<file path="config.mk">
export PLATFORM = sky130hd
export DESIGN_NAME = pipelined_adder
export DESIGN_NICKNAME = d
export VERILOG_FILES = /design/src/rtl/pipelined_adder.sv
export SDC_FILE = /design/constraint.sdc
export NUM_CORES = 1
export LEC_CHECK = 0
export ABC_AREA = 1
export BUFFER_PORTS_ARGS = -buffer_cell sky130_fd_sc_hd__clkbuf_2
export CAP_MARGIN = 25
export CORE_MARGIN = 4
export CORE_UTILIZATION = 35
export CTS_BUF_LIST = sky130_fd_sc_hd__clkbuf_8
export DETAILED_ROUTE_END_ITERATION = 10
export PLACE_DENSITY = 0.63
export SLEW_MARGIN = 20
export SYNTH_ARGS = -nofsm -noshare
export SYNTH_HDL_FRONTEND = slang
export SYNTH_SLANG_ARGS = --single-unit
</file>
<file path="constraint.sdc">
create_clock -name clk -period 2.33 [get_ports clk]
set_input_delay 0.3495 -clock clk [delete_from_list [all_inputs] [get_ports clk]]
set_output_delay 0.3495 -clock clk [all_outputs]
set_load 0.02 [all_outputs]
</file>
<file path="src/rtl/pipelined_adder.sv">
`default_nettype none
// ============================================================================
// pipelined_adder : segmented carry-pipelined adder/subtractor with
//                   valid/ready handshake; optional PIPE_ADDER_OVF_EN adds ovf.
// Revision: 1.0
// ============================================================================
module pipelined_adder #(
    parameter int WIDTH = 32,
    parameter int SEG_W = 8
) (
    input  logic             clk,
    input  logic             rst_n,
    input  logic             in_valid,
    output logic             in_ready,
    input  logic [WIDTH-1:0] a,
    input  logic [WIDTH-1:0] b,
    input  logic             cin,
    input  logic             sub,
    output logic             out_valid,
    input  logic             out_ready,
    output logic [WIDTH-1:0] sum,
    output logic             cout
`ifdef PIPE_ADDER_OVF_EN
    ,
    output logic             ovf
`endif
);
    localparam int NSEG = WIDTH / SEG_W;

    logic             r_v [NSEG];
    logic             r_c [NSEG];
    logic [WIDTH-1:0] r_a [NSEG];
    logic [WIDTH-1:0] r_b [NSEG];
    logic [WIDTH-1:0] r_s [NSEG];
    logic             w_adv;
    logic [WIDTH-1:0] w_beff;
    logic             w_ceff;

    assign w_beff   = sub ? ~b : b;
    assign w_ceff   = sub | cin;
    assign w_adv    = !r_v[NSEG-1] || out_ready;
    assign in_ready = w_adv;

`ifdef PIPE_ADDER_OVF_EN
    logic r_ovf;
    assign ovf = r_ovf;
`endif

    for (genvar k = 0; k < NSEG; k++) begin : g_stage
        localparam int LO = k * SEG_W;

        logic             w_v_src;
        logic             w_c_src;
        logic [WIDTH-1:0] w_a_src;
        logic [WIDTH-1:0] w_b_src;
        logic [WIDTH-1:0] w_s_src;
        logic [WIDTH-1:0] w_seg;
        logic [SEG_W:0]   w_add;

        if (k == 0) begin : g_head
            assign w_v_src = in_valid;
            assign w_c_src = w_ceff;
            assign w_a_src = a;
            assign w_b_src = w_beff;
            assign w_s_src = '0;
        end else begin : g_body
            assign w_v_src = r_v[k-1];
            assign w_c_src = r_c[k-1];
            assign w_a_src = r_a[k-1];
            assign w_b_src = r_b[k-1];
            assign w_s_src = r_s[k-1];
        end

        assign w_add = {1'b0, w_a_src[LO +: SEG_W]} + {1'b0, w_b_src[LO +: SEG_W]}
                     + {{SEG_W{1'b0}}, w_c_src};
        // Segments at and above LO are still zero in the incoming partial sum.
        assign w_seg = WIDTH'(w_add[SEG_W-1:0]) << LO;

        always_ff @(posedge clk or negedge rst_n) begin
            if (!rst_n) begin
                r_v[k] <= 1'b0;
                r_c[k] <= 1'b0;
                r_a[k] <= '0;
                r_b[k] <= '0;
                r_s[k] <= '0;
            end else if (w_adv) begin
                r_v[k] <= w_v_src;
                r_c[k] <= w_add[SEG_W];
                r_a[k] <= w_a_src;
                r_b[k] <= w_b_src;
                r_s[k] <= w_s_src | w_seg;
            end
        end

`ifdef PIPE_ADDER_OVF_EN
        if (k == NSEG - 1) begin : g_ovf
            logic w_ovf;
            assign w_ovf = (w_a_src[WIDTH-1] == w_b_src[WIDTH-1])
                        && (w_add[SEG_W-1] != w_a_src[WIDTH-1]);

            always_ff @(posedge clk or negedge rst_n) begin
                if (!rst_n) begin
                    r_ovf <= 1'b0;
                end else if (w_adv) begin
                    r_ovf <= w_ovf;
                end
            end
        end
`endif
    end

    assign out_valid = r_v[NSEG-1];
    assign sum       = r_s[NSEG-1];
    assign cout      = r_c[NSEG-1];

endmodule
`default_nettype wire

</file>
Word-level counts from Yosys, hierarchy flattened
Cells that the tools add are included.
- bits in registers: 304
- input bits: 70
- logic and storage cells: 34
- add/subtract/negate cells: 8
- muxes and demuxes: 1
- bitwise operators: 5
- reductions and logical operators: 2
- operators with widths (cell ; number):
    $add A8 B8 Y9 ; 4
    $add A9 B1 Y9 ; 4
    $mux W32 ; 1
    $not A32 Y32 ; 1
    $or A32 B24 Y32 ; 1
    $or A32 B32 Y32 ; 1
    $or A8 B16 Y16 ; 1
    $logic_not A1 Y1 ; 1
    $logic_or A1 B1 Y1 ; 1
    $or A1 B1 Y1 ; 1

Depth between registers and ports, before layout
Gate-level depths: netlist of run 1.
- word-level depth: 4
- gate-level depth with buffers: 14
- depth with buffers taken out: 12

Worst setup path after synthesis of run 1
Ideal clock, no wire load.
- path type: input-to-reg
- start: in sub
- end: reg r_s (netlist bit g_stage[1].w_s_src[4])
- data arrival time: 2011 ps
- setup slack: 242 ps
- stages: 13
- path through: buf_4 buf_6 or2_2 fa_1 inv_1 fa_1 inv_1 nand2_1 nand2_1 and2_1 nand2_1 nand2_1 o21ai_1
- cells in the longest elaborated chain, start to end: 3
- elaborated cells between the ends (all ways): 4
- RTL lines (what ; RTL line ; text):
    start, declared ; 18 ; input logic sub,
    $mux W32 ; 39 ; assign w_beff = sub ? ~b : b;
    $add A8 B8 Y9 ; 74 ; assign w_add = {1'b0, w_a_src[LO +: SEG_W]} + {1'b0, w_b_src[LO +: SEG_W]}
    $add A9 B1 Y9 (*) ; 75 ; + {{SEG_W{1'b0}}, w_c_src};
    end signal, assigned by index ; 91 ; r_s[k] <= w_s_src | w_seg;
    end, declared ; 34 ; logic [WIDTH-1:0] r_s [NSEG];
Mark *: on every way between the ends. The rest lies on a longest branch, timed or not.
A chain may end at the register's enable or synchronous reset.

Worst setup path in the final report of run 1
- start: reg r_c (netlist bit g_stage[3].w_c_src)
- end: reg r_s (netlist bit sum[30])
- cells in the longest elaborated chain, start to end: 2
- RTL lines (what ; RTL line ; text):
    start, declared ; 31 ; logic r_c [NSEG];
    start signal, assigned by index ; 88 ; r_c[k] <= w_add[SEG_W];
    $add A9 B1 Y9 ; 75 ;
    $or A32 B32 Y32 ; 91 ;
No other way between the ends.

==> impl_metrics.env, run 1 <==
export IMPL_num_rows=56
export IMPL_fin_crit_ns=1.914
export IMPL_dieArea_um2=26870
export IMPL_worstSetupPathType="reg -> reg"
export IMPL_final_cell_mix="nand2_1, dfrtp_1, clkbuf_2"
export IMPL_cp_data_arrival_time_ns=2.32
export IMPL_cts_setup_buffers=0
export IMPL_overflow=0
export IMPL_synth_seq_cells=184
export IMPL_tightest_slew_ns=0.6626
export IMPL_power_w=0.01260
export IMPL_dr_first_iter_drc_count=419
export IMPL_grt_pass1_vias=6103
export IMPL_hold_viol=0
export IMPL_startpoint="g_stage[3].w_c_src"
export IMPL_avgSynthCellArea_um2=8.818
export IMPL_core_area_um2=23680
export IMPL_reg2reg_slack_ns=0.42
export IMPL_rsz0062_at_grt="no"
export IMPL_drive_above_1_share_pct=14.31
export IMPL_synth_area_um2=8509
export IMPL_worstSetupPathDepth=9
export IMPL_clk_path_buf_depth=2
export IMPL_vias=6139
export IMPL_grt_pass1_wl_um=29500
export IMPL_synth_top_area_share_pct=54.11
export IMPL_start_util_pct=35.93
export IMPL_cp_max_fo=2
export IMPL_yosys_top_cells_area="dfrtp_1, nand2_1, o21ai_0"
export IMPL_hp_class="in -> reg"
export IMPL_critPathMaxStageDelay_ns=0.49
export IMPL_dieWidth_um=163.9
export IMPL_antenna_found_initial=0
export IMPL_worst_path_max_delay_cell="fa_1"
export IMPL_htreeDepth=4
export IMPL_ys_types=25
export IMPL_worstSetupEndpointType="flop"
export IMPL_drcViolationCount=0
export IMPL_dr_pass1_iters=5
export IMPL_ys_warn_count=0
export IMPL_relSlewSlack_pct=55.83
export IMPL_pin_count=105
export IMPL_ctsRootBufferMaster="clkbuf_8"
export IMPL_worstPathCellList="fa_1 -> fa_1 -> nand2_1 -> nand2_1 -> nand3b_1 -> nand2_1 -> nand2_1 -> nand3_1 -> nand2_1"
export IMPL_finalCritPeriodShare_pct=82.13
export IMPL_required_ns=2.73
export IMPL_drt_total_wl_um=17200
export IMPL_syn_nets=1071
export IMPL_cts_sinks=184
export IMPL_ir_worst_vdd_mv=1.015
export IMPL_final_nets=1162
export IMPL_syn2layout_area_growth_pct=14.26
export IMPL_gp_congestion=0.7827
export IMPL_maxSlewViolCount=0
export IMPL_ant_nets=0
export IMPL_routed_via_density=4.423
export IMPL_path_common_cell="nand2_1"
export IMPL_crit_buf_inv=0
export IMPL_leakagePower_nw=5.029
export IMPL_r2r_end="sum[30]"
export IMPL_finalSetupTns_ns=0
export IMPL_cp_endpoint="sum[30]"
export IMPL_regArea_um2=4604
export IMPL_finalSetupViolCount=0
export IMPL_r2r_start="g_stage[3].w_c_src"
export IMPL_layout_commonest_cell="nand2_1"
export IMPL_status="completed"
export IMPL_antenna_cells=0
export IMPL_powerDensity_nw_per_um2=1296
export IMPL_dieHeight_um=163.9
export IMPL_wire_per_inst_um=12.39
export IMPL_reg2reg_depth=9
export IMPL_grt_max_degree=118
export IMPL_dp_hpwl_um=11520
export IMPL_fin_worst_skew_ns=0.02339
export IMPL_start_kind="flop"
export IMPL_track_usage_pct=13.46
export IMPL_clock_latency_ns=0.46
export IMPL_cts_tree="built"
export IMPL_path_clk_slew_ns=0.10
export IMPL_multi_input_area_um2=3334
export IMPL_fillers=2463
export IMPL_synth_cells=965
export IMPL_portBuffers=104
export IMPL_yosysSeqAreaShare_pct=54.11
export IMPL_max_freq_mhz=522.6
export IMPL_maxCapViolations=0
export IMPL_cts_made_buffers=17
export IMPL_crit_family="adder cells"
export IMPL_yosys_area_top_type="dfrtp_1"
==> worst register-to-register path, delay by kind of cell (launching register included) <==
kind          cells  cell delay (ns)
simple gates      7             0.55
flops             1             0.41
fa+ha+maj         2             0.90
==> synthesized netlist by cell type (all sizes together) <==
cell type,n
xnor2,27
and2,3
clkbuf,3
nand3,25
o21ai,104
nor2,22
buf,41
a21oi,15
xor2,9
a211oi,4
inv,70
dfrtp,184
fa,8
ha,28
nand3b,12
or2,7
nand2,402
o22ai,1
==> through the flow <==
step	instance area (um^2)	setup slack (ns)	std cells	utilization (%)	hold WS (ns)
after floorplan	8509	0.2425	965	-	0.05391
after global placement	9278	0.2754	1355	39.17	0.3809
after detailed placement	9278	0.2162	1355	39.17	0.3794
after CTS	9723	0.4025	1388	41.06	0.04452
after global routing	9723	0.2098	1388	41.06	0.05850
final	9723	0.4165	1388	41.06	0.07487
==> metal layers <==
layer | share of wire [%] | wire (um) | GRT usage (%) | vias to the layer above
met2 | 46 | 7835 | 21.27 | 89
met3 | 3.9 | 665 | 2.911 | 17
li1 | - | - | - | 3201
met1 | 49 | 8479 | 18.76 | 2832
met5 | 0 | 0 | 0 | -
met4 | 1.2 | 214 | 3.889 | 0
==> how the worst min path moves through the flow <==
stage / startpoint / endpoint / slack (ns) / cells past startpoint
floorplan: rst_n / cout / 0.05 / 0
global placement: rst_n / sum[13] / 0.38 / 1
detailed placement: rst_n / sum[13] / 0.38 / 1
CTS: a[17] / g_stage[1].w_a_src[17] / 0.04 / 3
global route: a[22] / g_stage[1].w_a_src[22] / 0.06 / 3
finish: a[19] / g_stage[1].w_a_src[19] / 0.07 / 3
==> cell families after synthesis <==
| family | count (synthesis) | share of synthesized area, % |
|---|---|---|
| adder cells (fa/ha/maj) | 36 | 5.999 |
| flip-flops | 184 | 54.11 |
| AO/OA/AOI/OAI | 124 | 7.425 |
| buffers and inverters | 114 | 6.705 |
| AND/OR/NAND/NOR | 471 | 22.06 |
| XOR/XNOR | 36 | 3.705 |
==> area by class of cell <==
| cell class | instances | share of cell area [%] |
|---|---|---|
| Sequential cell | 184 | 47.36 |
| Timing Repair Buffer | 116 | 7.039 |
| Clock buffer | 20 | 2.831 |
| Clock inverter | 12 | 1.647 |
| Tap cell | 319 | 4.105 |
| Inverter | 70 | 2.728 |
| Multi-Input combinational cell | 667 | 34.29 |
==> where the power goes <==
part           leakage [nW]  total, W  switching, W  internal [W]
clock                 0.221   0.00236       0.00119       0.00116
combinational          2.59   0.00492       0.00306       0.00186
sequential             2.22   0.00533      0.000720       0.00461
total                  5.03    0.0126       0.00497       0.00763
==> flip-flops by register name, indices dropped and copies added (netlist names) <==
name	count
g_stage.w_a_src	48
cout	1
out_valid	1
g_stage.w_s_src	48
g_stage.w_v_src	3
g_stage.w_c_src	3
sum	32
g_stage.w_b_src	48
==> repair_timing <==
action                                  CTS  global route
endpoints found under the setup margin    0             0
hold buffers                              1             0
resized for setup                         0             0
endpoints found under the hold margin    58             0
Note: power is estimated with default switching activity, not from simulation.
==> run 2: changes to the inputs <==
Clock period 2.33 ns to 1.87 ns, I/O delays scaled along.
==> impl_metrics.env, run 2 (same netlist as run 1, synthesis figures left out) <==
export IMPL_syn2layout_area_growth_pct=16.26
export IMPL_required_ns=2.26
export IMPL_clock_latency_ns=0.45
export IMPL_vias=6214
export IMPL_dieArea_um2=26870
export IMPL_relSlewSlack_pct=65.70
export IMPL_core_area_um2=23680
export IMPL_maxCapViolations=0
export IMPL_dr_pass1_iters=4
export IMPL_startpoint="g_stage[1].w_b_src[8]"
export IMPL_final_cell_mix="nand2_1, dfrtp_1, clkbuf_2"
export IMPL_r2r_start="g_stage[1].w_b_src[8]"
export IMPL_finalCritPeriodShare_pct=94.53
export IMPL_cp_data_arrival_time_ns=2.16
export IMPL_start_kind="flop"
export IMPL_drive_above_1_share_pct=15.97
export IMPL_dp_hpwl_um=12280
export IMPL_intPower_w=0.009549
export IMPL_ir_worst_vdd_mv=0.7188
export IMPL_finalSetupViolCount=0
export IMPL_worstSetupPathType="reg -> reg"
export IMPL_setup_ws_ns=0.1023
export IMPL_fin_worst_skew_ns=0.01350
export IMPL_p_switching_w=0.006236
export IMPL_p_sw_share_pct=39.51
export IMPL_antenna_found_initial=0
export IMPL_clk_path_buf_depth=2
export IMPL_r2r_end="g_stage[2].w_s_src[14]"
export IMPL_pre_cts_slack_ns=-0.1834
export IMPL_gp_congestion=0.8104
export IMPL_tightest_slew_ns=0.5145
export IMPL_ant_nets=0
export IMPL_grt_pass1_vias=6186
export IMPL_power_frac_seq_pct=42.1
export IMPL_rsz0062_at_grt="yes"
export IMPL_hold_viol=0
export IMPL_wire_per_inst_um=12.57
export IMPL_powerDensity_nw_per_um2=1595
export IMPL_num_rows=56
export IMPL_reg2reg_depth=9
export IMPL_dieWidth_um=163.9
export IMPL_track_usage_pct=13.67
export IMPL_fin_area_um2=9893
export IMPL_dr_first_iter_drc_count=269
export IMPL_routed_via_density=4.432
export IMPL_cp_max_fo=2
export IMPL_drt_total_wl_um=17630
export IMPL_drcViolationCount=0
export IMPL_layout_commonest_cell="nand2_1"
export IMPL_maxSlewViolCount=0
export IMPL_worstSetupEndpointType="flop"
export IMPL_final_util_pct=41.77
export IMPL_cts_tree="built"
export IMPL_path_clk_slew_ns=0.09
export IMPL_htreeDepth=4
export IMPL_fin_crit_ns=1.768
export IMPL_reg2reg_slack_ns=0.10
export IMPL_max_freq_mhz=565.7
export IMPL_cp_endpoint="g_stage[2].w_s_src[14]"
export IMPL_antenna_cells=0
export IMPL_hold_depth=3
export IMPL_leakagePower_nw=5.092
export IMPL_dpl_cell_area_um2=9380
export IMPL_pwr_share_clk_pct=17.7
export IMPL_hp_class="in -> reg"
export IMPL_dieHeight_um=163.9
export IMPL_ctsRootBufferMaster="clkbuf_8"
export IMPL_status="completed"
export IMPL_cts_made_buffers=17
export IMPL_cts_sinks=184
export IMPL_start_util_pct=35.93
export IMPL_grt_max_degree=89
export IMPL_overflow=0
export IMPL_final_nets=1177
export IMPL_combPwrFrac_pct=40.2
export IMPL_portBuffers=104
export IMPL_grt_pass1_wl_um=29800
export IMPL_pin_count=105
export IMPL_power_w=0.01578
run 2: cell types whose count changed in the layout (fill, tap and decap cells not counted), sizes merged:
cell | previous run | this run
buf | 11 | 21
clkinv | 3 | 1
clkbuf | 124 | 122
inv | 75 | 76
clkinvlp | 1 | 3
dlygate4sd3 | 1 | 6
run 2: timing repair:
item / in CTS / in global routing
buffers inserted: 0 / 3
hold endpoints to repair: 55 / 0
hold buffers: 6 / 0
resized for setup: 3 / 8
cloned: 0 / 0
pin swaps: 0 / 4
endpoints found under the setup margin: 8 / 9
run 2: critical path, stage by stage (launching register included):
cell and delay (ns):
dfrtp_1 0.42, fa_2 0.41, fa_2 0.36, nand2_2 0.07, nand2_1 0.07, nand3b_1 0.12
nand2_1 0.08, nand2_1 0.06, nand3_1 0.06, nand2_1 0.07
run 2: cell type report:
type,instances,area (um^2)
Timing Repair Buffer,131,847.1
Inverter,70,265.3
Fill cell,2430,13790
Tap cell,319,399.1
Clock buffer,18,247.7
Clock inverter,13,155.1
Sequential cell,184,4604
Multi-Input combinational cell,667,3374
run 2: stage by stage:
stage	instances	hold WS (ns)	TNS, ns
3_3_place_gp	1362	0.2957	-0.3073
4_1_cts	1399	0.0007775	0
6_report	1402	0.02735	0
3_5_place_dp	1362	0.2979	-0.6786
5_1_grt	1402	0.002086	-0.1062
2_1_floorplan	965	-0.01509	-0.06637
run 2: how the worst min path moves through the flow:
stage / startpoint / end / slack [ns]
after CTS: a[17] / g_stage[1].w_a_src[17] / 0.0008
final: a[19] / g_stage[1].w_a_src[19] / 0.03
after floorplan: rst_n / cout / -0.02
after global placement: rst_n / g_stage[3].w_s_src[13] / 0.30
after global routing: a[29] / g_stage[1].w_a_src[29] / 0.002
after detailed placement: rst_n / g_stage[3].w_s_src[13] / 0.30
run 2: power by group through the flow:
stage               Clock [W]  Combinational (W)  Sequential [W]
finish                0.00280            0.00634         0.00665
global route          0.00304            0.00740         0.00687
CTS                   0.00289            0.00637         0.00667
detailed placement          0            0.00630         0.00674
global placement            0            0.00617         0.00669
floorplan                   0            0.00438         0.00697
run 2: metal layers:
metal  global-route usage [%]  part of all wire, %  vias to the layer above
met5                        0                    0                        -
met3                    2.585                  3.3                       19
li1                         -                    -                     3223
met2                    22.42                   46                       82
met4                    4.575                  1.5                        0
met1                    18.33                   49                     2890
==> run 3: changes to the inputs <==
Settings changed: ABC_AREA 1 to unset.
==> impl_metrics.env, run 3 <==
export IMPL_finalCritPeriodShare_pct=107.9
export IMPL_final_nets=1170
export IMPL_p_sw_share_pct=38.53
export IMPL_synth_top_area_share_pct=55.72
export IMPL_cts_tree="built"
export IMPL_syn_nets=1018
export IMPL_ys_flop_type="dfrtp_1"
export IMPL_ctsRootBufferMaster="clkbuf_8"
export IMPL_violations="negative setup slack"
export IMPL_routed_via_density=4.453
export IMPL_maxSlewViolCount=0
export IMPL_r2r_end="g_stage[3].w_s_src[22]"
export IMPL_startpoint="g_stage[2].w_c_src"
export IMPL_cp_data_arrival_time_ns=2.37
export IMPL_dp_hpwl_um=11720
export IMPL_drt_total_wl_um=17380
export IMPL_synth_common_cells="nand2_1, dfrtp_1, o21ai_0"
export IMPL_yosys_area_top_type="dfrtp_1"
export IMPL_worstSetupEndpointType="flop"
export IMPL_tightest_slew_ns=0.5043
export IMPL_r2r_start="g_stage[2].w_c_src"
export IMPL_overflow=0
export IMPL_cts_made_buffers=17
export IMPL_clk_path_buf_depth=2
export IMPL_cp_max_fo=2
export IMPL_critPathMaxStageDelay_ns=0.43
export IMPL_synth_top_family_by_area="simple AND/OR/NAND/NOR gates"
export IMPL_setup_ws_ns=-0.1473
export IMPL_core_area_um2=22920
export IMPL_combPwrFrac_pct=42.5
export IMPL_dr_pass1_iters=4
export IMPL_antenna_found_initial=1
export IMPL_hold_viol=0
export IMPL_fin_hold_ws_ns=0.03766
export IMPL_dpl_cell_area_um2=9450
export IMPL_start_kind="flop"
export IMPL_grt_pass1_vias=6153
export IMPL_synth_most_common_cell="nand2_1"
export IMPL_synthXorXnorAreaFrac_pct=4.982
export IMPL_synth_edff_count=0
export IMPL_path_clk_slew_ns=0.10
export IMPL_dieHeight_um=161.7
export IMPL_yosys_top_cells_area="dfrtp_1, nand2_1, ha_1"
export IMPL_hp_class="in -> reg"
export IMPL_pin_count=105
export IMPL_cts_sinks=184
export IMPL_avgSynthCellArea_um2=9.060
export IMPL_maxCapViolations=0
export IMPL_pre_cts_slack_ns=-0.4206
export IMPL_ant_nets=0
export IMPL_grt_pass1_wl_um=29510
export IMPL_final_util_pct=44.88
export IMPL_reg2reg_depth=7
export IMPL_reg2reg_slack_ns=-0.15
export IMPL_synthAdderAreaFrac_pct=6.178
export IMPL_num_rows=55
export IMPL_drive_above_1_share_pct=20.43
export IMPL_portBuffers=104
export IMPL_p_switching_w=0.006394
export IMPL_gp_congestion=0.7931
export IMPL_layout_commonest_cell="nand2_1"
export IMPL_dr_first_iter_drc_count=306
export IMPL_clock_latency_ns=0.47
export IMPL_cp_endpoint="g_stage[3].w_s_src[22]"
export IMPL_fillers=2317
export IMPL_fin_area_um2=10280
export IMPL_power_frac_seq_pct=40.5
export IMPL_grt_max_degree=97
export IMPL_path_common_cell="fa_2"
export IMPL_final_cell_mix="nand2_1, dfrtp_1, clkbuf_2"
export IMPL_worst_path_max_delay_cell="fa_2"
export IMPL_start_util_pct=36.06
export IMPL_yosysSeqAreaShare_pct=55.72
export IMPL_yosys_area_share_simple_pct=22.55
export IMPL_rsz0062_at_grt="yes"
export IMPL_status="finished with violations"
export IMPL_dieArea_um2=26130
export IMPL_ir_worst_vdd_mv=0.6478
export IMPL_syn2layout_area_growth_pct=24.47
export IMPL_fin_worst_skew_ns=0.01099
export IMPL_max_freq_mhz=495.7
export IMPL_worstPathCellList="fa_2 -> fa_2 -> a21oi_4 -> o211ai_1 -> a21oi_2 -> xor2_1 -> o21ai_1"
export IMPL_wire_per_inst_um=12.51
export IMPL_ys_types=31
export IMPL_fin_crit_ns=2.017
export IMPL_required_ns=2.22
export IMPL_finalSetupTns_ns=-1.067
export IMPL_relSlewSlack_pct=66.38
export IMPL_synthMuxAreaShare_pct=0
export IMPL_worstSetupPathType="reg -> reg"
export IMPL_htreeDepth=4
export IMPL_finalSetupViolCount=14
export IMPL_track_usage_pct=13.67
export IMPL_powerDensity_nw_per_um2=1613
export IMPL_ys_warn_count=0
export IMPL_pwr_share_clk_pct=17.0
export IMPL_vias=6189
export IMPL_synth_seq_cells=184
export IMPL_synth_compound_area_share_pct=7.874
export IMPL_leakagePower_nw=5.196
export IMPL_antenna_cells=0
export IMPL_synth_area_um2=8263
export IMPL_synth_cells=912
export IMPL_intPower_w=0.01020
export IMPL_synthArstFlopShare_pct=100.0
export IMPL_drcViolationCount=0
export IMPL_dieWidth_um=161.7
-- run 3: changes by cell type in the layout (fill, tap and decap cells not counted), moves of 16 or more --
cell	delta
buf_4	+25
dlygate4sd3_1	+16
inv_1	-65
nand2_1	+44
nand3_1	-25
o21ai_0	-26
o21ai_1	-16
-- run 3: metal layers --
layer / part of all wire (%) / GRT usage (%)
met5: 0.046 / 0
met4: 1.5 / 4.537
met3: 3.0 / 2.893
met2: 48 / 22.37
met1: 47 / 18.23
-- run 3: cell type report --
cell class	count	area, um^2	area share, %
Sequential cell	184	4604	44.77
Multi-Input combinational cell	675	3560	34.61
Timing Repair Buffer	178	1276	12.41
Tap cell	313	391.6	3.808
Clock buffer	18	247.7	2.409
Clock inverter	14	172.7	1.679
Inverter	8	32.53	0.3163
-- run 3: power by group through the flow --
stage	combinational (W)	clock (W)	sequential, W
4_1_cts	0.00681	0.00294	0.00674
5_1_grt	0.00807	0.00311	0.00695
3_3_place_gp	0.00630	0	0.00676
3_5_place_dp	0.00645	0	0.00683
6_report	0.00705	0.00283	0.00671
2_1_floorplan	0.00418	0	0.00703
-- run 3: repair_timing --
action / in CTS / in global routing
endpoints found under the setup margin: 12 / 19
pin swaps: 19 / 24
setup buffers: 5 / 5
gates resized for setup: 16 / 22
gates cloned: 0 / 1
endpoints found under the hold margin: 71 / 0
hold buffers: 22 / 0
-- run 3: cell families (layout without fill, tap and decap cells) --
| kind of cell | after synthesis | after routing |
|---|---|---|
| buf+inv | 53 | 218 |
| xor+xnor | 47 | 47 |
| flops | 184 | 184 |
| fa+ha+maj | 36 | 36 |
| compound gates | 112 | 112 |
| simple gates | 480 | 480 |
-- run 3: worst max-delay path: cells and delay by family (launching register included) --
kind,cells,cell delay [ns]
AOI/OAI and AO/OA,4,0.53
adders and majority gates,2,0.81
DFF,1,0.41
xor gates and xnor gates,1,0.16
-- run 3: how the worst min path moves through the flow --
stage,from,end,slack (ns),cells past startpoint
5_1_grt,a[11],g_stage[1].w_a_src[11],0.008,3
2_1_floorplan,rst_n,cout,-0.02,0
3_3_place_gp,rst_n,sum[3],0.29,1
4_1_cts,a[11],g_stage[1].w_a_src[11],0.01,3
6_report,a[11],g_stage[1].w_a_src[11],0.04,3
3_5_place_dp,rst_n,sum[3],0.30,1
-- run 3: per-stage QoR --
stage	instances	power [W]
finish	1390	0.01659
global route	1390	0.01813
CTS	1385	0.01650
detailed placement	1326	0.01328
global placement	1326	0.01306
floorplan	912	0.01122
